==> src/rtl/inst_axi_rd_bridge.sv <==
// inst_axi_rd_bridge: turns the fetch stage's req/addr_ok/data_ok instruction
// interface into single-beat AXI4 reads, returning data in order.
// Optional feature macro INST_BRIDGE_OUT2_EN: allows two reads in flight
// (otherwise only one read may be outstanding).
module inst_axi_rd_bridge #(
  parameter int              ID_W     = 4,
  parameter logic [ID_W-1:0] ARID_VAL = '0
) (
  input  logic            clk,
  input  logic            resetn,
  input  logic            inst_sram_req,
  input  logic            inst_sram_wr,
  input  logic [1:0]      inst_sram_size,
  input  logic [31:0]     inst_sram_addr,
  input  logic [3:0]      inst_sram_wstrb,
  input  logic [31:0]     inst_sram_wdata,
  output logic            inst_sram_addr_ok,
  output logic            inst_sram_data_ok,
  output logic [31:0]     inst_sram_rdata,
  output logic [ID_W-1:0] arid,
  output logic [31:0]     araddr,
  output logic [7:0]      arlen,
  output logic [2:0]      arsize,
  output logic [1:0]      arburst,
  output logic [1:0]      arlock,
  output logic [3:0]      arcache,
  output logic [2:0]      arprot,
  output logic            arvalid,
  input  logic            arready,
  input  logic [ID_W-1:0] rid,
  input  logic [31:0]     rdata,
  input  logic [1:0]      rresp,
  input  logic            rlast,
  input  logic            rvalid,
  output logic            rready,
  output logic [ID_W-1:0] axi_arid
);

`ifdef INST_BRIDGE_OUT2_EN
  localparam logic [1:0] MAX_OUT = 2'd2;
`else
  localparam logic [1:0] MAX_OUT = 2'd1;
`endif

  typedef enum logic {AR_IDLE = 1'b0, AR_SEND = 1'b1} ar_state_t;

  ar_state_t   state_reg, state_next;
  logic [1:0]  cnt_reg, cnt_next;
  logic [31:0] ar_addr_r;
  logic [1:0]  ar_size_r;
  logic        data_ok_r;
  logic [31:0] rdata_r;
  logic        r_accept;

  // Write-side fields and R-channel status are deliberately ignored.
  logic unused_inputs;
  assign unused_inputs = ^{inst_sram_wr, inst_sram_wstrb, inst_sram_wdata, rresp, rlast};

  // Fixed single-beat incrementing read attributes.
  assign arid    = ARID_VAL;
  assign arlen   = 8'd0;
  assign arburst = 2'b01;
  assign arlock  = 2'b00;
  assign arcache = 4'd0;
  assign arprot  = 3'd0;
  assign araddr  = ar_addr_r;
  assign arsize  = {1'b0, ar_size_r};

  // Only beats carrying our own ID count as responses; foreign IDs are sunk.
  assign rready            = (cnt_reg != 2'd0);
  assign r_accept          = rvalid & rready & (rid == ARID_VAL);
  assign inst_sram_data_ok = data_ok_r;
  assign inst_sram_rdata   = rdata_r;

  // AR FSM next state: accept in IDLE while a slot is free, present in SEND.
  always_comb begin
    state_next        = state_reg;
    inst_sram_addr_ok = 1'b0;
    arvalid           = 1'b0;
    case (state_reg)
      AR_IDLE: begin
        inst_sram_addr_ok = inst_sram_req & (cnt_reg < MAX_OUT);
        if (inst_sram_addr_ok) state_next = AR_SEND;
      end
      AR_SEND: begin
        arvalid = 1'b1;
        if (arready) state_next = AR_IDLE;
      end
      default: state_next = AR_IDLE;
    endcase
  end

  // Outstanding count: a new request and a returning beat in one cycle cancel out.
  always_comb begin
    cnt_next = cnt_reg;
    case ({inst_sram_addr_ok, r_accept})
      2'b10:   cnt_next = cnt_reg + 2'd1;
      2'b01:   cnt_next = cnt_reg - 2'd1;
      default: cnt_next = cnt_reg;
    endcase
  end

  // FSM state and outstanding counter registers.
  always_ff @(posedge clk) begin
    if (!resetn) begin
      state_reg <= AR_IDLE;
      cnt_reg   <= 2'd0;
    end else begin
      state_reg <= state_next;
      cnt_reg   <= cnt_next;
    end
  end

  // Capture the accepted request so AR stays stable until the handshake.
  always_ff @(posedge clk) begin
    if (!resetn) begin
      ar_addr_r <= 32'd0;
      ar_size_r <= 2'd0;
      axi_arid  <= '0;
    end else if (inst_sram_addr_ok) begin
      ar_addr_r <= inst_sram_addr;
      ar_size_r <= inst_sram_size;
      axi_arid  <= ARID_VAL;
    end
  end

  // Register returned data; data_ok pulses one cycle per accepted beat.
  always_ff @(posedge clk) begin
    if (!resetn) begin
      data_ok_r <= 1'b0;
      rdata_r   <= 32'd0;
    end else begin
      data_ok_r <= r_accept;
      if (r_accept) rdata_r <= rdata;
    end
  end

endmodule
==> config.mk <==
export PLATFORM = sky130hd
export DESIGN_NAME = inst_axi_rd_bridge
export DESIGN_NICKNAME = d
export VERILOG_FILES = /design/src/rtl/inst_axi_rd_bridge.sv
export SDC_FILE = /design/constraint.sdc
export NUM_CORES = 1
export LEC_CHECK = 0
export ABC_AREA = 1
export BUFFER_PORTS_ARGS = -buffer_cell sky130_fd_sc_hd__buf_2
export CAP_MARGIN = 20
export CORE_ASPECT_RATIO = 1.75
export CORE_MARGIN = 1.5
export CORE_UTILIZATION = 25
export DETAILED_ROUTE_END_ITERATION = 6
export PLACE_DENSITY_LB_ADDON = 0.1
export RECOVER_POWER = 50
export SLEW_MARGIN = 25
export SYNTH_ARGS = -nofsm -noshare
export SYNTH_HDL_FRONTEND = slang
export SYNTH_SLANG_ARGS = --single-unit
==> constraint.sdc <==
create_clock -name clk -period 2.4 [get_ports clk]
set_input_delay 0.24 -clock clk [delete_from_list [all_inputs] [get_ports clk]]
set_output_delay 0.24 -clock clk [all_outputs]
set_load 0.02 [all_outputs]
==> impl_results.md <==
* Synth Area in Compound Gates at 6.56%
* Global-route wire length before repair at 12.1 mm
* Register area share after synthesis at 48.3%
* Ys async rst share at 0%
* Post-Synthesis Cell Area at 2900 µm²
* Met3 Usage GRT at 3.97%
* H-Tree Depth at 3
* Largest cells by area after synthesis: dfxtp_1 (48%), nor2_1 (18%), nand2_1 (8.3%)
* Clk slew on worst S/H paths at 0.06 ns
* Final setup TNS at 0 ns
* GR Util met2 at 22.2%
* TritonRoute pass-1 iters at 4
* Max Cap Viol at 0
* Placed wire-length estimate at 5.35 mm
* TritonCTS clock tree: built
* Die X at 84.4 µm
* Rows at 51
* Xor/xnor cell area share of the yosys netlist at 0.302%
* Largest net degree at the start of global routing at 38
* Clock buffer depth at 2
* Post-synthesis adder-cell area fraction at 1.29%
* Unique masters post-synth at 16
* Final Cycle Share at 79.4%
* Yosys Warn Count at 0
* Post-synthesis cell count at 408
* Main flop type after synthesis: dfxtp_1
* Initial Util at 25.8%
* Hold Slack at 0.135 ns
* Simple-gate area share of the yosys netlist at 26.8%
* Main combinational cell family by area after synthesis: simple AND/OR/NAND/NOR gates
* Max Fclk at 525 MHz
* I/O pin count at 213
* RSZ-0062 raised after global routing: false
* Relative slew slack at 54.6%
* Routed WL per cell at 10.7 µm
* Worst-Skew Late Latency at 0.32 ns
* PwrDens at 868 nW/µm²
* NumNets Final at 665
* Placer Congestion at 0.691
* Core ar. at 11200 µm²
* Mux contribution to synthesized area at 0%
* Detailed Route WL at 7.33 mm
* Final Hold Fails at 0
* Vias at 2732
* Status: complete, no violations
* Post-synth EDFFs at 0
* M1 GR Usage at 12.2%
* Max-slew violation count at 0
* Startpoint types: flip-flop
* Top cells by count, synth: nor2_1 (139), dfxtp_1 (70), nand2_1 (64)
* Worst Max-Slew Pin Slew at 0.681 ns
* Hold path cells at 3
* CTS Root Cell: clkbuf_16
* RR Endpoint: inst_sram_rdata[18]
* Gr busiest metal: met2
* Worst Reg-to-Reg Cells at 7
* Critical path type: reg -> out
* Die height at 145 µm
* Setup Skew at 0.00519 ns
* HP Class: in -> reg
* Top-count cell post-synth: nor2_1
* R2r setup slk at 0.72 ns
* GR Overflow Total at 0
* Share of layout cells above drive strength 1 at 18.3%
* CTS Hold Bufs at 0
* DR DRC count at 0
* CTS Sinks at 70
* Setup Fix Bufs, Post-CTS at 0
* Die area at 12300 µm²
* # diodes at 0
* CP required at 2.16 ns
* Initial antenna violation count at 0
* CTS buffer count at 9
* # port buffers at 144
* Post-CTS resize count at 0
* Routed via count divided by cell count at 3.99
* Hold endpoint: inst_sram_rdata[16]
* GRT Total Usage at 12.1%
* Layout area overhead at 32.2%
* Routed Antenna Nets at 0
* Area leader, netlist: dfxtp_1
* Synth Area per Inst at 7.11 µm²
* CP Data Arrival Time at 1.66 ns
* HP Start: rdata[16]
* Leakage at 1.94 nW
* Vias in the first global route at 2627
* Critical Path Fanout Max at 14
* Crit. End Element: primary output
* Min Tclk post-route at 1.90 ns
* Peak supply drop at 0.339 mV
* Area share of the largest cell type after synthesis at 48.3%
* Final setup viols at 0
* Initial DRC count at 48
* R2R Path Start: cnt_reg[0]
* #FFs+latches synth at 70
worst max-delay path, stage by stage (launching register included):
cell and delay [ns]:
dfxtp_1 0.29, inv_1 0.10, ha_1 0.18, nand3_2 0.24, inv_2 0.30, buf_2 0.22
placed cells by master (no fill, tap or decap), drive strengths merged:
master      n
dfxtp      70
clkbuf     81
clkinvlp    3
clkinv      1
o21ai      36
inv        41
a21oi       2
nand2      64
xor2        1
bufinv      1
buf        80
ha          3
conb       28
nor2      139
nand3       2
worst max path at each step:
stage	from	end	slack (ns)
2_1_floorplan	cnt_reg[0]	cnt_reg[0]	0.74
3_3_place_gp	cnt_reg[0]	araddr[22]	0.69
3_5_place_dp	cnt_reg[0]	araddr[5]	0.68
4_1_cts	cnt_reg[0]	inst_sram_addr_ok	0.43
5_1_grt	cnt_reg[0]	inst_sram_addr_ok	0.33
6_report	cnt_reg[0]	inst_sram_addr_ok	0.50
metrics by stage:
step	instance area [µm²]	power, mW	util [%]	cells	setup WS [ns]
floorplan	3000	1.84	-	434	0.744
global placement	3610	2.03	32.1	668	0.693
detailed placement	3610	2.04	32.1	668	0.677
CTS	3920	3.44	34.9	684	0.434
global route	3830	3.52	34.1	684	0.328
finish	3830	3.32	34.1	684	0.495
routing by layer:
metal / up-vias / part of all wire (%)
li1: 1435 / -
met1: 1188 / 39
met2: 100 / 52
met3: 9 / 8.3
met4: 0 / 1.6
met5: - / 0
cell type report:
cell class / count / area (µm²)
Inverter: 41 / 154
Sequential cell: 70 / 1400
Multi-Input combinational cell: 275 / 1120
Fill cell: 1290 / 7400
Clock buffer: 11 / 253
Tap cell: 132 / 165
Clock inverter: 5 / 57.6
Timing Repair Buffer: 150 / 677
report_power, final:
part / switching [mW] / internal (mW)
logic: 0.446 / 0.193
clock network: 0.494 / 0.859
registers: 0.0528 / 1.28
cell families (layout without fill, tap and decap cells):
group / Yosys count / in the layout
XOR/XNOR: 1 / 1
AO/OA/AOI/OAI: 38 / 38
adder cells (fa/ha/maj): 3 / 3
AND/OR/NAND/NOR: 205 / 205
other: 2 / 28
flip-flops: 70 / 70
buffers and inverters: 89 / 207
Note: power is estimated with default switching activity, not from simulation.
